## config.mk

```make
export PLATFORM = sky130hd
export DESIGN_NAME = pipe_phy_ctrl_handshake_flat
export DESIGN_NICKNAME = d
export VERILOG_FILES = /design/src/rtl/pipe_ctrl_pkg.sv /design/src/rtl/pipe_phy_ctrl_handshake_if.sv /design/src/rtl/pipe_phystatus_collector.sv /design/src/rtl/pipe_phy_ctrl_handshake.sv /design/src/flat_wrapper.sv
export SDC_FILE = /design/constraint.sdc
export NUM_CORES = 1
export LEC_CHECK = 0
export CORE_MARGIN = 8
export CORE_UTILIZATION = 44
export DETAILED_ROUTE_END_ITERATION = 10
export PLACE_DENSITY = 0.73
export RECOVER_POWER = 100
export SLEW_MARGIN = 20
export SYNTH_ARGS = -nofsm -noshare
export SYNTH_HDL_FRONTEND = slang
export SYNTH_SLANG_ARGS = --single-unit
export TNS_END_PERCENT = 10
```

## constraint.sdc

```tcl
create_clock -name CLK -period 1.6 [get_ports CLK]
set_input_delay 0.16 -clock CLK [delete_from_list [all_inputs] [get_ports CLK]]
set_output_delay 0.16 -clock CLK [all_outputs]
set_load 0.005 [all_outputs]
```

## src/rtl/pipe_ctrl_pkg.sv

```systemverilog
// Shared types and PIPE encodings for the PHY control handshake controller.
package pipe_ctrl_pkg;

    typedef enum logic [2:0] {
        IDLE,
        APPLY,
        WAIT_OK,
        WAIT_STATUS,
        DONE
    } ctrlState_t;

    typedef enum logic {
        REQ_RATE  = 1'b0,
        REQ_POWER = 1'b1
    } reqType_t;

    localparam logic [3:0] P0  = 4'h0;
    localparam logic [3:0] P0S = 4'h1;
    localparam logic [3:0] P1  = 4'h2;
    localparam logic [3:0] P2  = 4'h3;

    localparam logic [3:0] GEN1 = 4'd0;
    localparam logic [3:0] GEN2 = 4'd1;
    localparam logic [3:0] GEN3 = 4'd2;
    localparam logic [3:0] GEN4 = 4'd3;
    localparam logic [3:0] GEN5 = 4'd4;

    localparam logic [3:0] PD_RESET = P1;

endpackage

```

## src/rtl/pipe_phy_ctrl_handshake_if.sv

```systemverilog
// LTSSM-facing request/status channel of the PIPE control handshake controller.
interface pipe_phy_ctrl_handshake_if #(
    parameter int LANESNUMBER = 16
);
    import pipe_ctrl_pkg::*;

    logic                   req_valid;
    logic                   req_ready;
    reqType_t               req_type;
    logic [3:0]             req_rate;
    logic [4:0]             req_pclkrate;
    logic [3:0]             req_powerdown;
    logic [LANESNUMBER-1:0] lane_mask;
    logic                   busy;
    logic                   done;
    logic                   err;

    modport master (
        output req_valid, req_type, req_rate, req_pclkrate, req_powerdown, lane_mask,
        input  req_ready, busy, done, err
    );

    modport slave (
        input  req_valid, req_type, req_rate, req_pclkrate, req_powerdown, lane_mask,
        output req_ready, busy, done, err
    );

endinterface

```

## src/rtl/pipe_phystatus_collector.sv

```systemverilog
// Sticky per-lane PhyStatus collector; all_seen is combinational so a pulse on the
// last outstanding lane completes in the same cycle. Held clear outside the wait state.
module pipe_phystatus_collector #(
    parameter int LANESNUMBER = 16
) (
    input  logic                   CLK,
    input  logic                   reset_n,
    input  logic                   clear,
    input  logic                   enable,
    input  logic [LANESNUMBER-1:0] PhyStatus,
    input  logic [LANESNUMBER-1:0] mask,
    output logic                   all_seen
);

    logic [LANESNUMBER-1:0] stickyQ;
    logic [LANESNUMBER-1:0] seenNow;

    assign seenNow  = stickyQ | (PhyStatus & mask);
    assign all_seen = enable && (seenNow == mask);

    always_ff @(posedge CLK or negedge reset_n) begin
        if (!reset_n) begin
            stickyQ <= '0;
        end else if (clear) begin
            stickyQ <= '0;
        end else if (enable) begin
            stickyQ <= seenNow;
        end
    end

endmodule

```

## src/rtl/pipe_phy_ctrl_handshake.sv

```systemverilog
// MAC-side PIPE rate/power-state handshake controller: one request at a time, 4-cycle
// minimum accept-to-done. Optional wait timeout under macro PIPE_CTRL_TIMEOUT_EN.
module pipe_phy_ctrl_handshake
    import pipe_ctrl_pkg::*;
#(
    parameter int LANESNUMBER    = 16,
    parameter int TIMEOUT_CYCLES = 4096,
    parameter int CNT_W          = $clog2(TIMEOUT_CYCLES + 1)
) (
    input  logic                     CLK,
    input  logic                     reset_n,
    pipe_phy_ctrl_handshake_if.slave ctl,
    output logic [3:0]               Rate,
    output logic [4:0]               PCLKRate,
    output logic [4*LANESNUMBER-1:0] PowerDown,
    output logic                     PclkChangeAck,
    input  logic                     PclkChangeOk,
    input  logic [LANESNUMBER-1:0]   PhyStatus
);

    ctrlState_t             stateQ;
    logic                   reqReadyQ;
    logic                   busyQ;
    logic                   doneQ;
    logic                   errQ;
    reqType_t               capType;
    logic [3:0]             capRate;
    logic [4:0]             capPclk;
    logic [3:0]             capPd;
    logic [LANESNUMBER-1:0] capMask;
    logic                   allSeen;
    logic                   timedOut;

    assign ctl.req_ready = reqReadyQ;
    assign ctl.busy      = busyQ;
    assign ctl.done      = doneQ;
    assign ctl.err       = errQ;

    pipe_phystatus_collector #(
        .LANESNUMBER(LANESNUMBER)
    ) u_collector (
        .CLK      (CLK),
        .reset_n  (reset_n),
        .clear    (stateQ != WAIT_STATUS),
        .enable   (stateQ == WAIT_STATUS),
        .PhyStatus(PhyStatus),
        .mask     (capMask),
        .all_seen (allSeen)
    );

`ifdef PIPE_CTRL_TIMEOUT_EN
    logic [CNT_W-1:0] waitCnt;

    // Counts only while a wait state holds; any transition clears it, so entry starts at zero.
    always_ff @(posedge CLK or negedge reset_n) begin
        if (!reset_n) begin
            waitCnt <= '0;
        end else if ((stateQ == WAIT_OK && !PclkChangeOk) ||
                     (stateQ == WAIT_STATUS && !allSeen)) begin
            waitCnt <= waitCnt + 1'b1;
        end else begin
            waitCnt <= '0;
        end
    end

    assign timedOut = (waitCnt == CNT_W'(TIMEOUT_CYCLES - 1));
`else
    assign timedOut = 1'b0;
`endif

    always_ff @(posedge CLK or negedge reset_n) begin
        if (!reset_n) begin
            stateQ        <= IDLE;
            reqReadyQ     <= 1'b0;
            busyQ         <= 1'b0;
            doneQ         <= 1'b0;
            errQ          <= 1'b0;
            Rate          <= GEN1;
            PCLKRate      <= '0;
            PowerDown     <= {LANESNUMBER{PD_RESET}};
            PclkChangeAck <= 1'b0;
            capType       <= REQ_RATE;
            capRate       <= '0;
            capPclk       <= '0;
            capPd         <= PD_RESET;
            capMask       <= '0;
        end else begin
            doneQ <= 1'b0;
            errQ  <= 1'b0;
            case (stateQ)
                IDLE: begin
                    reqReadyQ <= 1'b1;
                    busyQ     <= 1'b0;
                    if (ctl.req_valid && reqReadyQ) begin
                        capType   <= ctl.req_type;
                        capRate   <= ctl.req_rate;
                        capPclk   <= ctl.req_pclkrate;
                        capPd     <= ctl.req_powerdown;
                        capMask   <= ctl.lane_mask;
                        reqReadyQ <= 1'b0;
                        busyQ     <= 1'b1;
                        // An empty lane set has nothing to hand-shake with: flag and stay idle.
                        if (ctl.lane_mask == '0) begin
                            errQ <= 1'b1;
                        end else begin
                            stateQ <= APPLY;
                        end
                    end
                end
                APPLY: begin
                    if (capType == REQ_RATE) begin
                        Rate     <= capRate;
                        PCLKRate <= capPclk;
                        stateQ   <= WAIT_OK;
                    end else begin
                        for (int i = 0; i < LANESNUMBER; i++) begin
                            if (capMask[i]) begin
                                PowerDown[4*i +: 4] <= capPd;
                            end
                        end
                        stateQ <= WAIT_STATUS;
                    end
                end
                WAIT_OK: begin
                    if (PclkChangeOk) begin
                        PclkChangeAck <= 1'b1;
                        stateQ        <= WAIT_STATUS;
                    end else if (timedOut) begin
                        errQ   <= 1'b1;
                        busyQ  <= 1'b0;
                        stateQ <= IDLE;
                    end
                end
                WAIT_STATUS: begin
                    if (allSeen) begin
                        doneQ         <= 1'b1;
                        PclkChangeAck <= 1'b0;
                        busyQ         <= 1'b0;
                        stateQ        <= DONE;
                    end else if (timedOut) begin
                        errQ          <= 1'b1;
                        PclkChangeAck <= 1'b0;
                        busyQ         <= 1'b0;
                        stateQ        <= IDLE;
                    end
                end
                DONE: begin
                    reqReadyQ <= 1'b1;
                    stateQ    <= IDLE;
                end
                default: stateQ <= IDLE;
            endcase
        end
    end

endmodule

```

## src/flat_wrapper.sv

```systemverilog
// flat-port wrapper written by rule: the top's interface ports become plain ports
module pipe_phy_ctrl_handshake_flat import pipe_ctrl_pkg::*;
#(
    parameter int LANESNUMBER    = 16,
    parameter int TIMEOUT_CYCLES = 4096,
    parameter int CNT_W          = $clog2(TIMEOUT_CYCLES + 1)
)
  (CLK, reset_n, Rate, PCLKRate, PowerDown, PclkChangeAck, PclkChangeOk, PhyStatus, ctl_req_valid, ctl_req_type, ctl_req_rate, ctl_req_pclkrate, ctl_req_powerdown, ctl_lane_mask, ctl_req_ready, ctl_busy, ctl_done, ctl_err);
  pipe_phy_ctrl_handshake_if #(.LANESNUMBER(LANESNUMBER)) ctl_i ();
  input  logic CLK;
  input  logic reset_n;
  output logic [3:0] Rate;
  output logic [4:0] PCLKRate;
  output logic [4*LANESNUMBER-1:0] PowerDown;
  output logic PclkChangeAck;
  input  logic PclkChangeOk;
  input  logic [LANESNUMBER-1:0] PhyStatus;
  input wire logic [$bits(ctl_i.req_valid)-1:0] ctl_req_valid;
  input wire logic [$bits(ctl_i.req_type)-1:0] ctl_req_type;
  input wire logic [$bits(ctl_i.req_rate)-1:0] ctl_req_rate;
  input wire logic [$bits(ctl_i.req_pclkrate)-1:0] ctl_req_pclkrate;
  input wire logic [$bits(ctl_i.req_powerdown)-1:0] ctl_req_powerdown;
  input wire logic [$bits(ctl_i.lane_mask)-1:0] ctl_lane_mask;
  output wire logic [$bits(ctl_i.req_ready)-1:0] ctl_req_ready;
  output wire logic [$bits(ctl_i.busy)-1:0] ctl_busy;
  output wire logic [$bits(ctl_i.done)-1:0] ctl_done;
  output wire logic [$bits(ctl_i.err)-1:0] ctl_err;
  assign ctl_i.req_valid = ctl_req_valid;
  assign ctl_i.req_type = ctl_req_type;
  assign ctl_i.req_rate = ctl_req_rate;
  assign ctl_i.req_pclkrate = ctl_req_pclkrate;
  assign ctl_i.req_powerdown = ctl_req_powerdown;
  assign ctl_i.lane_mask = ctl_lane_mask;
  assign ctl_req_ready = ctl_i.req_ready;
  assign ctl_busy = ctl_i.busy;
  assign ctl_done = ctl_i.done;
  assign ctl_err = ctl_i.err;
  pipe_phy_ctrl_handshake #(.LANESNUMBER(LANESNUMBER), .TIMEOUT_CYCLES(TIMEOUT_CYCLES), .CNT_W(CNT_W)) u_core (.CLK(CLK), .reset_n(reset_n), .ctl(ctl_i), .Rate(Rate), .PCLKRate(PCLKRate), .PowerDown(PowerDown), .PclkChangeAck(PclkChangeAck), .PclkChangeOk(PclkChangeOk), .PhyStatus(PhyStatus));
endmodule
```

==> impl_results.md, run 1 <==
- Status: complete, but fails checks
- Failing checks: negative setup slack
- Skew-Pair Late Insertion Delay: 0.40 ns
- CTS clk-pin slew, worst paths: ~0.06 ns
- Arr. time, crit path: 1.93 ns
- Fin crit share: 1.039
- I/O Buffers: approximately 130
- Setup Skew: 0.009455 ns
- Core Rows: 39
- Max clock buf depth: 2
- Minimum clock period: 1.663 ns
- Fillers: about 850
- CTS buffer count: 17
- Vias post-DR: between 3000 and 4000
- Vias in the first global route: 4046
- DR vias/cell: around 5.2
- Max Slew Vio Count: 0
- Placed cell area: just under 7000 um2
- Final WS setup: -0.06289 ns
- Slew margin rel.: 0.3562
- Yosys cell types: 38
- Worst slew pin tran: about 0.97 ns
- Placed insts: between 600 and 700
- Setup crit end kind: register
- First-pass GRT wire length: between 20000 and 25000 um
- Post-route cell area: approximately 7500 um2
- Post-synthesis sequential area ratio: 0.6170
- CTS Sinks: about 130
- Avg Inst Size Synth: approximately 14 um2
- Hold Vio Cnt, Final: 0
- Layout net count: roughly 600
- Non-Filler Instances: roughly 700
- Cell count after synthesis: approximately 370
- H-tree levels: 4
- Antenna-violating nets left: 0
- Hold Crit Class: primary input to asynchronous set/reset pin
- Reg area: 3199 um2
- Syn_nets: 421
- Commonest non-fill, non-tap cell in the layout: dfrtp_1
- Crit-path max FO: 3
- F_max: between 0.6 and 0.7 GHz
- Pwr/cell area: between 1500 and 2000 nW/um2
- DP HPWL: just under 10000 um
- Global route total overflow: 0
- Post-Syn Area: approximately 5200 um2
- Post-synthesis register bit count: 127
- CP Launch Type: register
- Initial antenna violation count: 0
- Die area: around 16000 um2
- Chip width: 124.6 um
- Share of layout cells above drive strength 1: 0.3494
- Ant diodes: 0
- Initial core utilization: 0.4522
- Core Box Area: ~11000 um2
- Largest net degree at the start of global routing: just under 80
- Setup repair after global routing missed its margin: true
- DRT iter0 DRCs: about 200
- WP data required: approximately 1.9 ns
- Setup slack, reg-to-reg: -0.06 ns
- TritonRoute pass-1 iters: 4
- Total negative slack: -0.1862 ns
- Footprint of the multi-input gates: ~1900 um2
- Total wire length: 13590 um
- Ports: around 130
- R2R cell count: 5
- RR Endpoint: u_core.stateQ[1]
- Most frequent cells in the layout: dfrtp_1, mux2_2, dlygate4sd3_1
- DIE HEIGHT: 124.6 um
- Area growth from synthesis to layout: 45.00%
- Total track usage: 0.1770
- Leak: 0.003636 uW
- # DRC: 0
- CTS Root Cell: clkbuf_16
- CTS tree: done
- Max_cap viols: 0
- Setup WS pre-CTS: -0.2943 ns
- Crit Path Category: register to register
- Synthesis warning total: 0
- Final core occ: 0.6556
- Reg2reg start: u_core.u_collector.stickyQ[9]
- Setup violators final: 4
- WL/cell: roughly 19 um
- Final GP Congestion: 0.8674
- Max IR drop VDD: between 0.9 and 1 mV
Yosys cell counts:
master	n	share of area
mux2i_1	1	0.0019
nor4_4	2	0.0082
buf_2	4	0.0039
nor4b_2	1	0.0029
and4bb_2	1	0.0024
nand3_2	1	0.0019
o32ai_1	1	0.0017
and2b_1	2	0.0029
dfstp_2	17	0.086
nand2b_1	1	0.0012
nor2_1	29	0.021
dfrtp_1	110	0.53
a22oi_1	1	0.0014
nor2b_1	9	0.011
buf_4	1	0.0014
a221oi_1	1	0.0017
o31ai_1	1	0.0014
nor3b_1	11	0.016
nor4_1	7	0.0084
clkbuf_1	5	0.0036
nand3_1	1	0.00096
a222oi_1	1	0.0019
inv_1	5	0.0036
a2111oi_4	2	0.011
o21ai_0	5	0.0048
nor4b_4	1	0.0046
o21ai_1	1	0.00096
a31oi_1	2	0.0024
mux2_1	1	0.0022
or4_1	1	0.0014
or2_2	1	0.0012
nand4_1	2	0.0024
nand3b_1	1	0.0014
nand2_1	22	0.016
buf_6	3	0.0065
mux2_2	97	0.21
a21oi_1	18	0.017
nor3_1	1	0.00096
registers in the layout (all words and copies together), names as in the netlist:
register                    flops
u_core.capPclk                  5
u_core.PowerDown               64
u_core.u_collector.stickyQ     16
u_core.ctl.busy                 1
u_core.capRate                  4
u_core.capMask                 16
u_core.Rate                     4
u_core.ctl.req_ready            1
u_core.capPd                    4
u_core.PCLKRate                 5
u_core.capType                  1
u_core.stateQ                   3
u_core.ctl.done                 1
u_core.PclkChangeAck            1
u_core.ctl.err                  1
worst max path at each step:
| stage | startpoint | end | slack [ns] |
|---|---|---|---|
| 6_report | u_core.u_collector.stickyQ[9] | u_core.stateQ[1] | -0.06 |
| 5_1_grt | u_core.u_collector.stickyQ[9] | u_core.stateQ[1] | -0.13 |
| 4_1_cts | u_core.u_collector.stickyQ[0] | u_core.ctl.busy | -0.04 |
| 3_5_place_dp | ctl_lane_mask[10] | u_core.stateQ[0] | -0.29 |
| 3_3_place_gp | ctl_lane_mask[10] | u_core.stateQ[0] | -0.21 |
| 2_1_floorplan | u_core.stateQ[0] | u_core.capMask[0] | -0.04 |
metrics by stage:
stage                     total power (uW)  hold slack, ns
final                                12030          0.1398
after global routing                 12650          0.1535
after CTS                            12230         0.09768
after detailed placement              8083        -0.02685
after global placement                7936        -0.03109
after floorplan                       6226         -0.1356
kinds of logic (layout without fill, tap and decap cells):
group                  count (synthesis)  count (layout)  synth area share
AO/OA/AOI/OAI                         33              33           0.04440
buffers and inverters                 18             208           0.01906
flip-flops                           127             127            0.6170
multiplexers                          99              99            0.2148
AND/OR/NAND/NOR                       94              94            0.1047
report_power, final:
group / total (uW) / internal [uW] / switching [uW]
clock network: 3990 / 2640 / 1350
logic: 3100 / 1820 / 1290
registers: 4930 / 4110 / 821
total: 12000 / 8570 / 3460
area by class of cell:
| class | count | area share |
|---|---|---|
| clock buffer | 21 | 0.05991 |
| clock inverter | 11 | 0.02163 |
| inverter | 5 | 0.002496 |
| multi-input combinational | 226 | 0.2553 |
| sequential | 127 | 0.4255 |
| tap | 143 | 0.02380 |
| timing repair buffer | 171 | 0.2113 |
timing repair:
| item | 4_1_cts | 5_1_grt |
|---|---|---|
| pin swaps | 5 | 2 |
| hold buffers | 1 | 0 |
| endpoints found under the setup margin | 39 | 42 |
| hold endpoints to repair | 111 | 0 |
| gates resized for setup | 16 | 11 |
| buffers inserted | 3 | 0 |
| cloned | 0 | 0 |
critical path, cell delays in order (launching register included):
cell and delay [ns]:
dfrtp_1 0.39, and2b_1 0.19, a2111oi_4 0.32, nand3_2 0.20, nor4b_4 0.32, a31oi_1 0.12
metal layers:
metal  GRT usage  vias to the layer above  share of wire
met5           0                        -              0
met4     0.04748                        0          0.010
met3     0.08085                       15          0.089
met2      0.2818                      131           0.48
met1      0.2118                     1841           0.42
li1            -                     1686              -
(Power assumes the default switching activity.)
==> run 2: changes to the inputs <==
PLACE_DENSITY = unset   (was 0.73)
PLACE_DENSITY_LB_ADDON = 0.05   (was unset)
==> run 2 against run 1 <==
Compared with the run above:
- the flow still finishes with violations (negative setup slack)
- highest routed layer unchanged
- critical endpoint unchanged
- final area up 1.4%
- combinational power increased by 10%
- largest cell class unchanged
- hold slack improved by 0.22 ns
- via count fell by 1.1%
- sequential share of layout area down 0.56 points
- routed wire length fell by 0.18%
- critical path depth unchanged
- first-iteration DRC count is 74% higher
- non-clock buffer count is 7 higher
- clock skew down 0.00082 ns
==> impl_results.md, run 2 (synthesis results as in run 1) <==
- Largest net degree at the start of global routing: between 70 and 80
- Antenna-violating nets left: 0
- Ant diodes: 0
- Final WS setup: -0.08335 ns
- Initial antenna violation count: 0
- Layout net count: 605
- Slew margin rel.: 0.3113
- Hold Crit Class: primary input to register
- Chip width: approximately 120 um
- Leak: about 0.0035 uW
- Max reg flops: 64
- DRT iter0 DRCs: 344
- Total wire length: ~14000 um
- CTS clk-pin slew, worst paths: roughly 0.050 ns
- Area growth from synthesis to layout: 46.98%
- WP data required: 1.87 ns
- Most frequent cells in the layout: clkdlybuf4s50_1, dfrtp_1, mux2_2
- F_max: roughly 0.59 GHz
- Setup crit end kind: register
- Worst slew pin tran: around 1.0 ns
- DP HPWL: about 9700 um
- Placed insts: 671
- Worst setup endpoint: u_core.stateQ[1]
- Max IR drop VDD: between 0.8 and 0.9 mV
- Highest metal used: met4
- Hold Vio Cnt, Final: 0
- Routed length on met3: between 1000 and 1500 um
- Commonest non-fill, non-tap cell in the layout: clkdlybuf4s50_1
- CTS tree: done
- Pwr/cell area: roughly 1600 nW/um2
- Fillers: about 900
- Reg with most FFs: u_core.PowerDown
- Total track usage: 0.1778
- Reg2reg start: u_core.capMask[14]
- Largest regs: u_core.PowerDown: 64 flops, u_core.capMask: 16 flops, u_core.u_collector.stickyQ: 16 flops
- Metal2 WL: 6749 um
- Core Box Area: 11470 um2
- Final core occ: 0.6646
- Max Slew Vio Count: 0
- Setup Skew: roughly 0.0086 ns
- DIE HEIGHT: ~120 um
- Post-route cell area: ~7600 um2
- CTS buffer count: 17
- Core Rows: 39
- Ports: around 130
- Setup violators final: 7
- R2R cell count: 5
- WL/cell: between 15 and 20 um
- I/O Buffers: between 100 and 150
- Crit-path slowest cell: dfrtp_1
- Setup slack, reg-to-reg: -0.08 ns
- Max incr delay on CP: 0.37 ns
- Met1 wire length: 5614 um
- Crit-path cells: and2b_1, a2111oi_4, nand3_2, nor4b_4, a31oi_1
- Failing checks: negative setup slack
- Share of layout cells above drive strength 1: 0.3838
- Vias post-DR: 3631
- Initial core utilization: 0.4522
- Global route total overflow: 0
- Status: complete, but fails checks
- Placed cell area: 6928 um2
- Die area: 15510 um2
- RR Endpoint: u_core.stateQ[1]
- Total negative slack: -0.2522 ns
- Arr. time, crit path: a little under 2 ns
- Non-Filler Instances: between 700 and 800
- Fin crit share: 1.052
- H-tree levels: 4
- CTS Root Cell: clkbuf_16
- DR vias/cell: approximately 5.1
- CP Launch Type: register
- CP startpoint: u_core.capMask[14]
- Setup repair after global routing missed its margin: true
- Final GP Congestion: ~0.83
- CTS Sinks: roughly 130
- Crit-path max FO: 3
- First-pass GRT wire length: approximately 22000 um
- Max_cap viols: 0
- # DRC: 0
- Max clock buf depth: 2
- TritonRoute pass-1 iters: 5
- Skew-Pair Late Insertion Delay: 0.41 ns
- Minimum clock period: ~1.7 ns
- Vias in the first global route: around 4000
- Crit Path Category: register to register
[run 2: cell count changes in the layout (fill, tap and decap cells not counted), moves of 3 or more]
cell and change:
clkdlybuf4s50_1 +60, bufinv_16 -3, clkdlybuf4s25_1 -4, dfstp_1 -3, dfstp_2 +3, dlygate4sd3_1 -60, clkbuf_8 +7, dlygate4sd2_1 +4
buf_4 +7, nand2_1 -6, nand2_2 +6, clkinv_2 -3
[run 2: area by class of cell]
cell class / instances / area (um2) / area share
Clock buffer: 28 / 546.8 / 0.07175
Multi-Input combinational cell: 226 / 1967 / 0.2581
Tap cell: 143 / 178.9 / 0.02348
Timing Repair Buffer: 178 / 1662 / 0.2180
Sequential cell: 127 / 3201 / 0.4200
Inverter: 5 / 18.77 / 0.002463
Clock inverter: 4 / 47.55 / 0.006239
[run 2: worst min path at each step]
stage / cells past startpoint / end / slack (ns) / from
finish: 2 / u_core.capPd[0] / 0.36 / ctl_req_powerdown[0]
global route: 2 / u_core.capRate[3] / 0.36 / ctl_req_rate[3]
CTS: 3 / u_core.PowerDown[23] / 0.30 / reset_n
detailed placement: 2 / u_core.PowerDown[23] / 0.18 / reset_n
global placement: 2 / u_core.PowerDown[23] / 0.18 / reset_n
floorplan: 0 / u_core.PCLKRate[0] / -0.14 / reset_n
[run 2: layer usage]
metal / up-vias / GRT usage
met1: 1837 / 0.2149
met3: 11 / 0.07277
met5: - / 0
li1: 1690 / -
met4: 0 / 0.05741
met2: 93 / 0.2824
[run 2: critical path, delay by kind of cell, from the launching register on]
kind | cells | cell delay, ns
simple gates | 3 | 0.77
compound gates | 2 | 0.41
flops | 1 | 0.37
[run 2: per-stage QoR]
step / total power, uW / hold WS (ns) / setup WS [ns]
final: 12080 / 0.3605 / -0.08335
after global routing: 12750 / 0.3592 / -0.1834
after CTS: 12080 / 0.3048 / -0.05978
after detailed placement: 8153 / 0.1804 / -0.2483
after global placement: 8016 / 0.1776 / -0.1899
after floorplan: 6226 / -0.1356 / -0.03694
[run 2: report_power, final]
part | internal, uW | switching [uW] | leakage, uW
clock | 2460 | 1300 | 0.000293
sequential | 4110 | 798 | 0.00161
combinational | 2050 | 1370 | 0.00159
total | 8620 | 3460 | 0.00350
[run 2: what timing repair did]
item                                   in CTS  in global routing
hold buffers                                1                  0
gates resized for setup                    27                  8
setup endpoints to repair                  39                 53
endpoints found under the hold margin     110                  0
pin swaps                                   5                  6
setup buffers                               4                  3
